===== src/rtl/qerv_pkg.sv =====
// Shared encodings for the qerv data-bus stage: access sizes and controller states.
package qerv_pkg;

  localparam logic [1:0] SIZE_B = 2'd0;
  localparam logic [1:0] SIZE_H = 2'd1;
  localparam logic [1:0] SIZE_W = 2'd2;

  typedef enum logic [1:0] {
    ST_IDLE = 2'd0,
    ST_BUSY = 2'd1,
    ST_RESP = 2'd2
  } dbus_state_t;

endpackage


===== src/rtl/qerv_dbus_ctrl_if.sv =====
// Core-side request/response and Wishbone-style data-bus signals of qerv_dbus_ctrl.
interface qerv_dbus_ctrl_if;
  logic        req;
  logic        we;
  logic [1:0]  size;
  logic [1:0]  lsb;
  logic [31:0] adr;
  logic [31:0] wdat;
  logic [31:0] rdat;
  logic        load;
  logic        done;
  logic        err;
  logic        misalign;
  logic [31:0] dbus_adr;
  logic [31:0] dbus_dat;
  logic [3:0]  dbus_sel;
  logic        dbus_we;
  logic        dbus_cyc;
  logic [31:0] dbus_rdt;
  logic        dbus_ack;
  logic        dbus_err;

  modport master (
    input  req, we, size, lsb, adr, wdat, dbus_rdt, dbus_ack, dbus_err,
    output rdat, load, done, err, misalign,
    output dbus_adr, dbus_dat, dbus_sel, dbus_we, dbus_cyc
  );

  modport slave (
    output req, we, size, lsb, adr, wdat, dbus_rdt, dbus_ack, dbus_err,
    input  rdat, load, done, err, misalign,
    input  dbus_adr, dbus_dat, dbus_sel, dbus_we, dbus_cyc
  );
endinterface


===== src/rtl/qerv_dbus_sel.sv =====
// Byte-enable and misalignment decode from access size and byte offset.
module qerv_dbus_sel
  import qerv_pkg::*;
(
  input  logic [1:0] size,
  input  logic [1:0] lsb,
  output logic [3:0] sel,
  output logic       misalign
);

  always_comb begin
    sel      = 4'b1111;
    misalign = 1'b0;
    case (size)
      SIZE_B: sel = 4'b0001 << lsb;
      SIZE_H: begin
        sel      = lsb[1] ? 4'b1100 : 4'b0011;
        misalign = lsb[0];
      end
      // size 3 decodes as a word access
      default: misalign = |lsb;
    endcase
  end

endmodule


===== src/rtl/qerv_dbus_ctrl.sv =====
// Data-bus master stage: one bus cycle per load/store with byte selects,
// misalignment rejection and a bus timeout.
module qerv_dbus_ctrl
  import qerv_pkg::*;
#(
  parameter int unsigned TIMEOUT = 255
) (
  input logic              i_clk,
  input logic              i_rst,
  qerv_dbus_ctrl_if.master bus
);

  localparam int unsigned CW   = (TIMEOUT > 0) ? $clog2(TIMEOUT + 1) : 1;
  localparam int unsigned LAST = (TIMEOUT > 0) ? TIMEOUT - 1 : 0;

  dbus_state_t   state, state_n;
  logic [CW-1:0] cnt, cnt_n;
  logic [31:0]   rdat, rdat_n, adr, adr_n, dat, dat_n;
  logic [3:0]    sel, sel_n;
  logic          we, we_n, cyc, cyc_n;
  logic          done, done_n, load, load_n, err, err_n, mis, mis_n;
  logic [3:0]    dec_sel;
  logic          dec_mis;

  qerv_dbus_sel u_sel (
    .size     (bus.size),
    .lsb      (bus.lsb),
    .sel      (dec_sel),
    .misalign (dec_mis)
  );

  always_ff @(posedge i_clk or posedge i_rst) begin
    if (i_rst) begin
      state <= ST_IDLE;
      cnt   <= '0;
      rdat  <= '0;
      adr   <= '0;
      dat   <= '0;
      sel   <= '0;
      we    <= 1'b0;
      cyc   <= 1'b0;
      done  <= 1'b0;
      load  <= 1'b0;
      err   <= 1'b0;
      mis   <= 1'b0;
    end else begin
      state <= state_n;
      cnt   <= cnt_n;
      rdat  <= rdat_n;
      adr   <= adr_n;
      dat   <= dat_n;
      sel   <= sel_n;
      we    <= we_n;
      cyc   <= cyc_n;
      done  <= done_n;
      load  <= load_n;
      err   <= err_n;
      mis   <= mis_n;
    end
  end

  // Response strobes are registered on the BUSY->RESP edge, so they are high
  // exactly while the FSM sits in RESP; misalign pulses the same way from IDLE.
  always_comb begin
    state_n = state;
    cnt_n   = cnt;
    rdat_n  = rdat;
    adr_n   = adr;
    dat_n   = dat;
    sel_n   = sel;
    we_n    = we;
    cyc_n   = cyc;
    done_n  = 1'b0;
    load_n  = 1'b0;
    err_n   = 1'b0;
    mis_n   = 1'b0;
    case (state)
      ST_IDLE: begin
        if (bus.req) begin
          if (dec_mis) begin
            done_n = 1'b1;
            mis_n  = 1'b1;
          end else begin
            adr_n   = {bus.adr[31:2], 2'b00};
            dat_n   = bus.wdat;
            sel_n   = dec_sel;
            we_n    = bus.we;
            cyc_n   = 1'b1;
            cnt_n   = '0;
            state_n = ST_BUSY;
          end
        end
      end
      ST_BUSY: begin
        if (bus.dbus_err) begin
          cyc_n   = 1'b0;
          done_n  = 1'b1;
          err_n   = 1'b1;
          state_n = ST_RESP;
        end else if (bus.dbus_ack) begin
          cyc_n   = 1'b0;
          done_n  = 1'b1;
          if (!we) begin
            rdat_n = bus.dbus_rdt;
            load_n = 1'b1;
          end
          state_n = ST_RESP;
        end else if (TIMEOUT != 0 && cnt == CW'(LAST)) begin
          cyc_n   = 1'b0;
          done_n  = 1'b1;
          err_n   = 1'b1;
          state_n = ST_RESP;
        end else if (TIMEOUT != 0) begin
          cnt_n = cnt + CW'(1);
        end
      end
      default: state_n = ST_IDLE;
    endcase
  end

  assign bus.rdat     = rdat;
  assign bus.load     = load;
  assign bus.done     = done;
  assign bus.err      = err;
  assign bus.misalign = mis;
  assign bus.dbus_adr = adr;
  assign bus.dbus_dat = dat;
  assign bus.dbus_sel = sel;
  assign bus.dbus_we  = we;
  assign bus.dbus_cyc = cyc;

endmodule


===== src/flat_wrapper.sv =====
// flat-port wrapper written by rule: the top's interface ports become plain ports
module qerv_dbus_ctrl_flat import qerv_pkg::*;
#(
  parameter int unsigned TIMEOUT = 255
)
  (i_clk, i_rst, bus_req, bus_we, bus_size, bus_lsb, bus_adr, bus_wdat, bus_dbus_rdt, bus_dbus_ack, bus_dbus_err, bus_rdat, bus_load, bus_done, bus_err, bus_misalign, bus_dbus_adr, bus_dbus_dat, bus_dbus_sel, bus_dbus_we, bus_dbus_cyc);
  qerv_dbus_ctrl_if bus_i ();
  input logic i_clk;
  input logic i_rst;
  input wire logic [$bits(bus_i.req)-1:0] bus_req;
  input wire logic [$bits(bus_i.we)-1:0] bus_we;
  input wire logic [$bits(bus_i.size)-1:0] bus_size;
  input wire logic [$bits(bus_i.lsb)-1:0] bus_lsb;
  input wire logic [$bits(bus_i.adr)-1:0] bus_adr;
  input wire logic [$bits(bus_i.wdat)-1:0] bus_wdat;
  input wire logic [$bits(bus_i.dbus_rdt)-1:0] bus_dbus_rdt;
  input wire logic [$bits(bus_i.dbus_ack)-1:0] bus_dbus_ack;
  input wire logic [$bits(bus_i.dbus_err)-1:0] bus_dbus_err;
  output wire logic [$bits(bus_i.rdat)-1:0] bus_rdat;
  output wire logic [$bits(bus_i.load)-1:0] bus_load;
  output wire logic [$bits(bus_i.done)-1:0] bus_done;
  output wire logic [$bits(bus_i.err)-1:0] bus_err;
  output wire logic [$bits(bus_i.misalign)-1:0] bus_misalign;
  output wire logic [$bits(bus_i.dbus_adr)-1:0] bus_dbus_adr;
  output wire logic [$bits(bus_i.dbus_dat)-1:0] bus_dbus_dat;
  output wire logic [$bits(bus_i.dbus_sel)-1:0] bus_dbus_sel;
  output wire logic [$bits(bus_i.dbus_we)-1:0] bus_dbus_we;
  output wire logic [$bits(bus_i.dbus_cyc)-1:0] bus_dbus_cyc;
  assign bus_i.req = bus_req;
  assign bus_i.we = bus_we;
  assign bus_i.size = bus_size;
  assign bus_i.lsb = bus_lsb;
  assign bus_i.adr = bus_adr;
  assign bus_i.wdat = bus_wdat;
  assign bus_i.dbus_rdt = bus_dbus_rdt;
  assign bus_i.dbus_ack = bus_dbus_ack;
  assign bus_i.dbus_err = bus_dbus_err;
  assign bus_rdat = bus_i.rdat;
  assign bus_load = bus_i.load;
  assign bus_done = bus_i.done;
  assign bus_err = bus_i.err;
  assign bus_misalign = bus_i.misalign;
  assign bus_dbus_adr = bus_i.dbus_adr;
  assign bus_dbus_dat = bus_i.dbus_dat;
  assign bus_dbus_sel = bus_i.dbus_sel;
  assign bus_dbus_we = bus_i.dbus_we;
  assign bus_dbus_cyc = bus_i.dbus_cyc;
  qerv_dbus_ctrl #(.TIMEOUT(TIMEOUT)) u_core (.i_clk(i_clk), .i_rst(i_rst), .bus(bus_i));
endmodule

===== config.mk =====
export PLATFORM = sky130hd
export DESIGN_NAME = qerv_dbus_ctrl_flat
export DESIGN_NICKNAME = d
export VERILOG_FILES = /design/src/rtl/qerv_pkg.sv /design/src/rtl/qerv_dbus_ctrl_if.sv /design/src/rtl/qerv_dbus_sel.sv /design/src/rtl/qerv_dbus_ctrl.sv /design/src/flat_wrapper.sv
export SDC_FILE = /design/constraint.sdc
export NUM_CORES = 1
export LEC_CHECK = 0
export CORE_ASPECT_RATIO = 0.8
export CORE_MARGIN = 2
export CORE_UTILIZATION = 37
export DETAILED_ROUTE_END_ITERATION = 6
export PLACE_DENSITY_LB_ADDON = 0.3
export SYNTH_ARGS = -nofsm -noshare
export SYNTH_HDL_FRONTEND = slang
export SYNTH_SLANG_ARGS = --single-unit

===== constraint.sdc =====
create_clock -name i_clk -period 3.8 [get_ports i_clk]
set_input_delay 0.76 -clock i_clk [delete_from_list [all_inputs] [get_ports i_clk]]
set_output_delay 0.76 -clock i_clk [all_outputs]
set_load 0.01 [all_outputs]

* Yosys cells after proc, flatten, opt, wreduce, memory -nomap -nowiden *
Cells that the tools add are included.

storage, ports and cells
  logic and storage cells = 70
  input bits = 106
  register bits = 114
  output and inout bits = 106

cells by class
  $add $sub $neg = 1
  mux-type cells = 35
  shift operators = 1
  bitwise logic cells = 3
  equality and inequality tests = 9
  reductions and logical operators = 9

operator list
  kind                 number
  $mux 8               5
  $mux 1               18
  $pmux 8 s2           1
  $mux 2               5
  $ne 2x2->1 const B   5
  $add 8x1->8 const B  1
  $eq 8x8->1 const B   1
  $pmux 4 s2           1
  $reduce_and 4->1     2
  $pmux 1 s2           3
  $reduce_and 3->1     2
  $reduce_and 6->1     1
  $eq 2x1->1 const B   2
  $logic_not 2->1      2
  $mux 4               1
  $ne 4x3->1 const B   1
  $pmux 2 s2           1
  $shl 1x2->4 const A  1
  $not 1->1            3
  $reduce_bool 2->1    1
  $reduce_or 2->1      1

* Longest topological paths before layout *
Gate-level depths: netlist of run 1.

  depth in word-level cells = 5
  depth in mapped cells = 7
  gate-level depth less buffers = 6

* Cells and area by module *
Synthesis of run 1 repeated with hierarchy kept, for this count alone.

unflattened totals
  cell total of the unflattened synthesis = 437
  area, all modules = 4491.8 µm²

by module, submodules not included
  module          sequential area each (µm²)  times used  cells each  area an instance (µm²)
  qerv_dbus_ctrl  2852.7                      1           427         4435.5
  qerv_dbus_sel   0.0                         1           10          56.3

* Least setup slack after synthesis of run 1 *
No wires, ideal clock.

  path type = input to register
  start point = input bus_size[1]
  end point = register u_core.cnt[7]
  required time = 3682 ps
  slack = 1876 ps
  path buffers = 2
  arrival = 1806 ps
  library setup time = 118 ps
  stages = 6
  path through = buf_2 -> o21ai_1 -> nand3_2 -> buf_6 -> mux2_2 -> a21o_1

between the ends
  cells in the longest elaborated chain, start to end = 4
  elaborated cells between the ends (all ways) = 5
  classes of those cells = eq/ne (2); mux (1); reduce/logical (2)

ends and longest elaborated chain
  element                                        line                  text
  start: declaration                             flat_wrapper.sv:12    input wire logic [$bits(bus_i.size)-1:0] bus_size;
  $eq 2x1->1 or $logic_not 2->1 (tied branches)  qerv_dbus_sel.sv:14   case (size)
  $pmux 1 s2 (*)                                 qerv_dbus_sel.sv:14
  $ne 2x2->1 (no source line) (*)                n/a
  $reduce_and 6->1 (no source line) (*)          n/a
  end signal: assignment                         qerv_dbus_ctrl.sv:48  cnt <= cnt_n;
  end: declaration                               qerv_dbus_ctrl.sv:17  logic [CW-1:0] cnt, cnt_n;

Mark *: on every way between the ends. The rest lies on a longest branch, timed or not.
A chain may end at the register's enable or synchronous reset.

* Final worst setup path of run 1 *
  start point = input bus_size[1]
  end point = register u_core.dat[23] (netlist: u_core.bus.dbus_dat[23])

between the ends
  cells in the longest elaborated chain, start to end = 4
  elaborated cells between the ends (all ways) = 5
  classes of those cells = eq/ne (1); mux (1); bitwise (1); reduce/logical (2)

ends and longest elaborated chain
  element                                        line                  text
  $eq 2x1->1 or $logic_not 2->1 (tied branches)  qerv_dbus_sel.sv:14
  $pmux 1 s2 (*)                                 qerv_dbus_sel.sv:14
  $not 1->1 (no source line) (*)                 n/a
  $reduce_and 3->1 (no source line) (*)          n/a
  end signal: assignment                         qerv_dbus_ctrl.sv:51  dat <= dat_n;
  end: declaration                               qerv_dbus_ctrl.sv:18  logic [31:0] rdat, rdat_n, adr, adr_n, dat, dat_n;

Marked as above.

==> impl_metrics.json, run 1 <==
{
  "status": "finished clean",
  "track_usage_pct": 17.70,
  "slew-limit-headroom_pct": 42.92,
  "grt.overflow.total": 0,
  "clkLatencyLatePin_ps": 400,
  "die_w_microns": 127.7,
  "dr.pass1.iters": 5,
  "switching_share_pct": 26.21,
  "cp_max_fo": 37,
  "critPathSlowestCell": "clkdlybuf4s50_1",
  "setup-violations-final": 0,
  "leakage_nw": 3.163,
  "period_minus_slack_ps": 2586,
  "syn_avg_cell_area_sq_um": 14.84,
  "pwr-share-seq_pct": 35.5,
  "grt_pass1_vias": 3452,
  "fin_crit_sh_pct": 68.06,
  "min_path_type": "register to register",
  "h-tree-depth": 4,
  "layout_common_cells": "clkdlybuf4s50_1 (207), dfrtp_1 (114), mux2_2 (96)",
  "maxClockFrequency_mhz": 386.6,
  "cts_resized": 0,
  "grt_setup_unrepaired": "false",
  "crit_arrival_ps": 2870,
  "setup_tns_ps": 0,
  "routed_wl_microns": 11370,
  "pwr-share-clk_pct": 33.2,
  "wl_per_cell_microns": 16.62,
  "final_common_cell": "clkdlybuf4s50_1",
  "ys.warnings.count": 0,
  "ys_types": 42,
  "ys_seq_area_share_pct": 63.04,
  "p_sw_mw": 1.337,
  "gp_congestion": 0.7637,
  "ys_ff_latch": 114,
  "dieArea_sq_mm": 0.01314,
  "cts_inserted_buffers": 17,
  "fillers": 932,
  "drive_gt1_share_pct": 26.13,
  "cts_setup_buffers": 0,
  "cts_tree": "done",
  "cp_cell_sequence": "clkdlybuf4s50_1 -> o21ai_1 -> nand3_4 -> buf_12 -> mux2_2",
  "ir_drop_mv": 0.4155,
  "crit_path_start_kind": "input port",
  "final_nets": 627,
  "routed-via-count": 3288,
  "syn2layout_area_growth_pct": 63.28,
  "viasPerCell": 4.807,
  "antenna_found_initial": 0,
  "rows": 36,
  "initial_core_util_pct": 37.49,
  "criticalPathCategory": "input port to register",
  "chipHeight_microns": 102.9,
  "synth_area_sq_mm": 0.004526,
  "end_kind": "register",
  "required_ps": 4080,
  "finalHoldWorstSlack_ps": 483.9,
  "multi_input_area_sq_mm": 0.001559,
  "cts_sinks": 114,
  "drv_cap": 0,
  "drc": 0,
  "grt_start_max_net_pins": 62,
  "cts_hold_buf": 0,
  "fin_skew_ps": 7.565,
  "synth_top_area_share_pct": 63.04,
  "finalHoldViolCount": 0,
  "synth_area_leader_cell": "dfrtp_1",
  "root_buffer": "clkbuf_16",
  "internal_power_mw": 3.765,
  "combinationalPowerShare_pct": 31.3,
  "ant_nets": 0,
  "core_area_sq_mm": 0.01207,
  "syn_inst": 305,
  "worstMarginPinSlew_ps": 855.2,
  "dp.final_hpwl_microns": 8065,
  "synth_area_leaders": "dfrtp_1 (63%), mux2_2 (24%), buf_2 (1.1%), inv_1 (0.83%), nand2_1 (0.75%)",
  "io_buffers": 207,
  "grt_pass1_wl_microns": 17700,
  "ioPinCount": 212,
  "cp_slowest_stage_delay_ps": 570,
  "clock_path_buffers": 2,
  "maxSlewViolCount": 0,
  "drt_iter0_drc": 134,
  "antenna_cells": 0,
  "powerDensity_mw_per_mm2": 690.4,
  "clkTransAtPathRegs_ps": 50,
  "seqCellArea_sq_mm": 0.002853
}
[metrics by stage]
| stage | power (mW) | worst slack, ps | std cells | util [%] | area, sq um |
|---|---|---|---|---|---|
| detailed placement | 3.435 | 820.1 | 652 | 55.95 | 6754 |
| global placement | 3.389 | 955.0 | 652 | 55.95 | 6754 |
| finish | 5.101 | 1214 | 684 | 61.21 | 7390 |
| floorplan | 2.423 | 24.29 | 306 | - | 4529 |
| CTS | 5.166 | 1228 | 684 | 61.21 | 7390 |
| global route | 5.365 | 1085 | 684 | 61.21 | 7390 |
[worst max-delay path, delay by kind of cell]
kind	cells	cell delay [ps]
mux	1	300
simple gates	1	480
compound gates	1	350
buf+inv	2	940
[kinds of logic after synthesis]
kind of cell    synth area share (%)
compound gates                 4.230
mux                            24.33
xor+xnor                      0.3871
simple gates                   4.617
flops                          63.04
fa+ha+maj                     0.5529
other cells                  0.08286
buf+inv                        2.765
[flip-flops by register name, summed over array words and instances (netlist names)]
register	flops
u_core.bus.dbus_dat	32
u_core.bus.rdat	32
u_core.bus.dbus_adr	30
u_core.cnt	8
u_core.bus.dbus_sel	4
u_core.state	2
u_core.bus.dbus_cyc	1
u_core.bus.dbus_we	1
u_core.bus.done	1
u_core.bus.err	1
u_core.bus.load	1
u_core.bus.misalign	1
[path summary, 6_finish.rpt]
kind	startpoint	end	slack [ps]	cells after the start
worst max-delay path	bus_size[1]	u_core.bus.dbus_dat[23]	1210	5
worst max register to register	u_core.state[0]	u_core.bus.dbus_dat[23]	1720	4
min in group asynchronous	i_rst	u_core.bus.rdat[10]	840	2
max in group asynchronous	i_rst	u_core.bus.load	2190	3
worst min-delay path	u_core.bus.dbus_sel[2]	u_core.bus.dbus_sel[2]	480	2
worst min register to register	u_core.bus.dbus_sel[2]	u_core.bus.dbus_sel[2]	480	2
[power by group through the flow]
stage               clock, mW  sequential [mW]  combinational (mW)
floorplan                   0             1.99               0.430
global placement            0             1.80                1.59
detailed placement          0             1.83                1.61
CTS                      1.73             1.82                1.62
global route             1.80             1.86                1.70
finish                   1.70             1.81                1.59
[metal layers]
layer,routed length (microns),GRT usage (%)
met4,85,6.255
met1,4359,20.27
met3,1309,10.38
met2,5612,27.89
met5,0,0
[synthesized netlist by cell type (all sizes together)]
cell     count
o21ai        6
ha           2
or2          3
dfrtp      114
and2b        1
or4          3
a21oi        2
or3b         1
o211ai       2
nor2         6
nor3         1
nand2        9
clkbuf       1
a21o         1
conb         1
a2111oi      1
and2         2
a22o         1
nand4        1
a31oi        1
nor3b        1
buf         14
o21a         2
and3         1
o2bb2ai      2
xnor2        2
nand3        7
mux2        96
mux2i        2
a22oi        2
inv         10
a211o        2
o22ai        2
o41ai        1
or3          1
o31ai        1
[layout make-up]
cell class | instances | area share, %
Sequential cell | 114 | 38.60
Timing Repair Buffer | 209 | 28.58
Multi-Input combinational cell | 167 | 21.10
Clock buffer | 19 | 6.129
Tap cell | 152 | 2.574
Clock inverter | 13 | 2.472
Inverter | 10 | 0.5418
No activity file was read; power rests on OpenSTA's default activity.
==> run 2, diff against run 1 <==
--- a/config.mk
+++ b/config.mk
@@ -7,7 +7,7 @@
 export LEC_CHECK = 0
 export CORE_ASPECT_RATIO = 0.8
 export CORE_MARGIN = 2
-export CORE_UTILIZATION = 37
+export CORE_UTILIZATION = 41
 export DETAILED_ROUTE_END_ITERATION = 6
 export PLACE_DENSITY_LB_ADDON = 0.3
 export SYNTH_ARGS = -nofsm -noshare
==> constraint.sdc (replaced) <==
create_clock -name i_clk -period 2.45 [get_ports i_clk]
set_input_delay 0.49 -clock i_clk [delete_from_list [all_inputs] [get_ports i_clk]]
set_output_delay 0.49 -clock i_clk [all_outputs]
set_load 0.01 [all_outputs]
==> run 2 against run 1 <==
Net effect:
- power grew 55%
- first-iteration DRC count shrank 6.7%
- final area grew 1.1%
- sequential share of layout area shrank 0.41 points
- register-to-register slack lost 1100 ps
- combinational power grew 57%
- core utilization grew 7.9 points
- count of clock-buffer cells in the layout grew 3
- critical endpoint is now u_core.cnt[7]
- largest cell class unchanged
- largest power group unchanged
==> impl_metrics.json, run 2 (synthesis results as in run 1) <==
{
  "status": "finished clean",
  "grt_setup_unrepaired": "false",
  "dp.cells": 650,
  "finalNonFillerCells": 682,
  "initial_core_util_pct": 41.88,
  "h-tree-depth": 4,
  "viasPerCell": 4.865,
  "clock_path_buffers": 2,
  "wl_met1_microns": 4092,
  "cts_inserted_buffers": 17,
  "leakage_nw": 3.201,
  "multi_input_area_sq_mm": 0.001559,
  "worstMarginPinSlew_ps": 656.3,
  "dp.final_hpwl_microns": 8425,
  "drc": 0,
  "clkTransAtPathRegs_ps": 50,
  "cts_hold_buf": 0,
  "powerDensity_mw_per_mm2": 1057,
  "maxClockFrequency_mhz": 540.4,
  "final_common_cell": "clkdlybuf4s50_1",
  "drive_gt1_share_pct": 26.58,
  "die_w_microns": 121.5,
  "ioPinCount": 212,
  "top_layer": "met4",
  "ir_drop_mv": 0.6828,
  "io_buffers": 207,
  "totalPowerFinal_mw": 7.893,
  "required_ps": 2730,
  "ant_nets": 0,
  "criticalPathCategory": "register to register",
  "fillers": 782,
  "grt_start_max_net_pins": 46,
  "gp_congestion": 0.8021,
  "wl_met3_microns": 1354,
  "drv_cap": 0,
  "place_area_sq_mm": 0.006840,
  "period_minus_slack_ps": 1851,
  "fin_ws_ps": 599.5,
  "antenna_found_initial": 0,
  "grt_pass1_vias": 3634,
  "slew-limit-headroom_pct": 56.15,
  "cp_cell_sequence": "inv_1 -> ha_1 -> nand3_1 -> o211ai_2 -> mux2_2 -> a21o_1",
  "cts_resized": 0,
  "wl_per_cell_microns": 16.77,
  "clkLatencyLatePin_ps": 400,
  "finalHoldWorstSlack_ps": 486.8,
  "dr.pass1.iters": 5,
  "root_buffer": "clkbuf_16",
  "final_nets": 633,
  "crit_path_start_kind": "register",
  "postLayoutCoreUtil_pct": 69.13,
  "cts_sinks": 114,
  "crit_arrival_ps": 2130,
  "pre_cts_ws_ps": 185.6,
  "cts_tree": "done",
  "layout_common_cells": "clkdlybuf4s50_1 (207), dfrtp_1 (114), mux2_2 (96)",
  "dieArea_sq_mm": 0.01190,
  "fin_crit_sh_pct": 75.53,
  "rows": 34,
  "antenna_cells": 0,
  "seqCellArea_sq_mm": 0.002853,
  "end_kind": "register",
  "maxSlewViolCount": 0,
  "track_usage_pct": 20.15,
  "routed_wl_microns": 11440,
  "grt.overflow.total": 0,
  "min_path_type": "register to register",
  "routed-via-count": 3318,
  "drt_iter0_drc": 125,
  "fin_skew_ps": 6.989,
  "stdcell_area_sq_mm": 0.007470,
  "cts_setup_buffers": 0,
  "cp_max_fo": 12,
  "setup-violations-final": 0,
  "chipHeight_microns": 97.97,
  "finalHoldViolCount": 0,
  "core_area_sq_mm": 0.01081,
  "setup_tns_ps": 0,
  "grt_pass1_wl_microns": 18290,
  "critPathSlowestCell": "o211ai_2",
  "syn2layout_area_growth_pct": 65.05,
  "wl_met2_microns": 5765,
  "cp_slowest_stage_delay_ps": 450
}
[run 2: changes by cell type in the layout (fill, tap and decap cells not counted)]
cell        change
clkinv_4        -3
clkbuf_8        +1
inv_6           -1
buf_4           +2
inv_4           -1
clkinvlp_4      +2
buf_12          +4
clkbuf_1        +2
[run 2: layer usage]
layer | global-route usage (%) | up-vias
li1 | - | 1514
met1 | 21.69 | 1632
met2 | 32.67 | 152
met3 | 11.45 | 20
met4 | 8.400 | 0
met5 | 0 | -
[run 2: cell type report]
| class | instances | area share (%) |
|---|---|---|
| clock inverter | 10 | 2.077 |
| sequential | 114 | 38.19 |
| tap | 144 | 2.412 |
| inverter | 10 | 0.5528 |
| timing repair buffer | 215 | 29.55 |
| clock buffer | 22 | 6.348 |
| multi-input combinational | 167 | 20.87 |
[run 2: worst paths after layout]
| kind | startpoint | end | slack [ps] | depth (start not counted) |
|---|---|---|---|---|
| min in group asynchronous | i_rst | u_core.bus.dbus_dat[20] | 530 | 2 |
| worst min-delay path | u_core.bus.dbus_sel[3] | u_core.bus.dbus_sel[3] | 490 | 2 |
| worst min register to register | u_core.bus.dbus_sel[3] | u_core.bus.dbus_sel[3] | 490 | 2 |
| worst max-delay path | u_core.cnt[0] | u_core.cnt[7] | 600 | 6 |
| worst max register to register | u_core.cnt[0] | u_core.cnt[7] | 600 | 6 |
| max in group asynchronous | i_rst | u_core.bus.dbus_adr[21] | 1310 | 3 |
[run 2: worst max-delay path: cells and delay by family (launching register included)]
kind / cells / cell delay, ps
DFF: 1 / 410
muxes: 1 / 390
buffers and inverters: 1 / 70
adders and majority gates: 1 / 140
and+or+nand+nor: 1 / 100
AOI/OAI and AO/OA: 2 / 620
[run 2: where the power goes]
part / internal [mW] / switching [mW]
Combinational: 1.61 / 0.887
Clock: 1.77 / 0.813
Sequential: 2.49 / 0.318
Total: 5.88 / 2.02
==> run 3, diff against run 2 <==
--- a/config.mk
+++ b/config.mk
@@ -7,7 +7,7 @@
 export LEC_CHECK = 0
 export CORE_ASPECT_RATIO = 0.8
 export CORE_MARGIN = 2
-export CORE_UTILIZATION = 41
+export CORE_UTILIZATION = 37
 export DETAILED_ROUTE_END_ITERATION = 6
 export PLACE_DENSITY_LB_ADDON = 0.3
 export SYNTH_ARGS = -nofsm -noshare
==> constraint.sdc (replaced) <==
create_clock -name i_clk -period 1.7 [get_ports i_clk]
set_input_delay 0.34 -clock i_clk [delete_from_list [all_inputs] [get_ports i_clk]]
set_output_delay 0.34 -clock i_clk [all_outputs]
set_load 0.01 [all_outputs]
==> run 3 against run 2 <==
Net effect:
- die area grew 10%
- setup slack lost 560 ps
- sequential power grew 43%
- critical path depth shrank 5
- final cell count grew 3.7%
- final area grew 2.4%
- worst hold slack lost 200 ps
- power grew 44%
- global-route usage shrank 2.9 points
- largest cell class unchanged
- highest routed layer unchanged
==> impl_metrics.json, run 3 (synthesis results as in run 1) <==
{
  "status": "finished clean",
  "antenna_found_initial": 0,
  "maxClockFrequency_mhz": 603.8,
  "fin_crit_sh_pct": 97.43,
  "setup-violations-final": 0,
  "leakage_nw": 3.435,
  "criticalPathCategory": "register to output pin",
  "cp_slowest_stage_delay_ps": 550,
  "wl_per_cell_microns": 15.96,
  "fin_skew_ps": 5.742,
  "min_path_type": "input port to asynchronous set/reset pin",
  "h-tree-depth": 4,
  "dp.cells": 674,
  "root_buffer": "clkbuf_16",
  "cts_inserted_buffers": 17,
  "chipHeight_microns": 102.9,
  "grt.overflow.total": 0,
  "finalHoldViolCount": 0,
  "gp_congestion": 0.7265,
  "routed-via-count": 3355,
  "grt_pass1_wl_microns": 17330,
  "drive_gt1_share_pct": 29.37,
  "routed_wl_microns": 11290,
  "drc": 0,
  "totalPowerFinal_mw": 11.34,
  "crit_buf_inv": 1,
  "maxSlewViolCount": 0,
  "clkTransAtPathRegs_ps": 60,
  "rows": 36,
  "cts_tree": "done",
  "ioPinCount": 212,
  "fillers": 909,
  "cts_sinks": 114,
  "viasPerCell": 4.745,
  "track_usage_pct": 17.24,
  "stdcell_area_sq_mm": 0.007650,
  "syn2layout_area_growth_pct": 69.04,
  "final_common_cell": "clkdlybuf4s50_1",
  "dp.final_hpwl_microns": 8140,
  "grt_setup_unrepaired": "true",
  "grt_start_max_net_pins": 40,
  "finalHoldWorstSlack_ps": 291.2,
  "antenna_cells": 0,
  "grt_pass1_vias": 3484,
  "clkLatencyLatePin_ps": 400,
  "critPathSlowestCell": "clkdlybuf4s50_1",
  "layout_common_cells": "clkdlybuf4s50_1 (188), dfrtp_1 (114), mux2_2 (96)",
  "crit_path_start_kind": "register",
  "dr.pass1.iters": 4,
  "finalNonFillerCells": 707,
  "ir_drop_mv": 0.7806,
  "crit_arrival_ps": 1320,
  "dieArea_sq_mm": 0.01314,
  "die_w_microns": 127.7,
  "initial_core_util_pct": 37.49,
  "cts_hold_buf": 0,
  "clock_path_buffers": 2,
  "pre_cts_ws_ps": -249.4,
  "period_minus_slack_ps": 1656,
  "core_area_sq_mm": 0.01207,
  "drv_cap": 0,
  "required_ps": 1360,
  "ant_nets": 0,
  "place_area_sq_mm": 0.006958,
  "critPathTopFamily": "buffers and inverters",
  "end_kind": "output pin",
  "fin_ws_ps": 43.74,
  "drt_iter0_drc": 104,
  "final_nets": 651,
  "cp_cell_sequence": "clkdlybuf4s50_1",
  "powerDensity_mw_per_mm2": 1482,
  "cp_max_fo": 2,
  "io_buffers": 207
}
==> run 3: changes by cell type in the layout (fill, tap and decap cells not counted), moves of 2 or more <==
cell / previous run / this run
buf_4: 2 / 21
clkdlybuf4s50_1: 207 / 188
dlymetal6s2s_1: 0 / 18
clkbuf_8: 3 / 0
clkinvlp_4: 3 / 6
clkinv_2: 4 / 2
inv_6: 0 / 2
==> run 3: cell type report <==
class	count	area (sq um)	area share [%]
Tap cell	152	190.2	2.486
Timing Repair Buffer	233	2374	31.03
Clock buffer	18	429.2	5.610
Sequential cell	114	2853	37.29
Inverter	10	41.29	0.5397
Clock inverter	13	185.2	2.421
Multi-Input combinational cell	167	1578	20.62
==> run 3: layer usage <==
layer	vias to the layer above	part of all wire, %	GRT usage, %	wire [microns]
met4	0	1.4	6.509	153
li1	1558	-	-	-
met5	-	0	0	0
met1	1637	40	20.00	4517
met3	15	11	9.549	1226
met2	145	48	27.07	5389
==> run 3: path summary, 6_finish.rpt <==
kind	startpoint	to	slack, ps	cells past startpoint
setup / recovery	u_core.bus.dbus_adr[11]	bus_dbus_adr[11]	40	1
hold / removal	i_rst	u_core.bus.rdat[1]	290	2
setup reg to reg	u_core.cnt[1]	u_core.cnt[7]	50	5
hold reg to reg	u_core.bus.dbus_sel[2]	u_core.bus.dbus_sel[2]	500	2
max in group asynchronous	i_rst	u_core.bus.dbus_dat[19]	860	3
min in group i_clk	u_core.bus.dbus_sel[2]	u_core.bus.dbus_sel[2]	500	2
==> run 3: repair_timing <==
| item | in CTS | in global routing |
|---|---|---|
| gates resized for setup | 2 | 21 |
| cloned | 0 | 0 |
| pin swaps | 0 | 1 |
| endpoints found under the setup margin | 2 | 22 |
| buffers inserted | 0 | 2 |
==> run 3: power breakdown <==
group,total [mW],leakage [nW],internal [mW],switching (mW)
registers,4.02,1.39,3.59,0.436
clock network,3.71,0.285,2.44,1.27
logic,3.61,1.77,2.33,1.28
total,11.3,3.44,8.36,2.98
==> run 3: per-stage QoR <==
| stage | utilization, % | TNS, ps |
|---|---|---|
| after global routing | 63.37 | -73.02 |
| after detailed placement | 57.64 | -19310 |
| after CTS | 62.79 | -13.45 |
| after floorplan | - | -2899 |
| final | 63.37 | 0 |
| after global placement | 57.64 | -17260 |
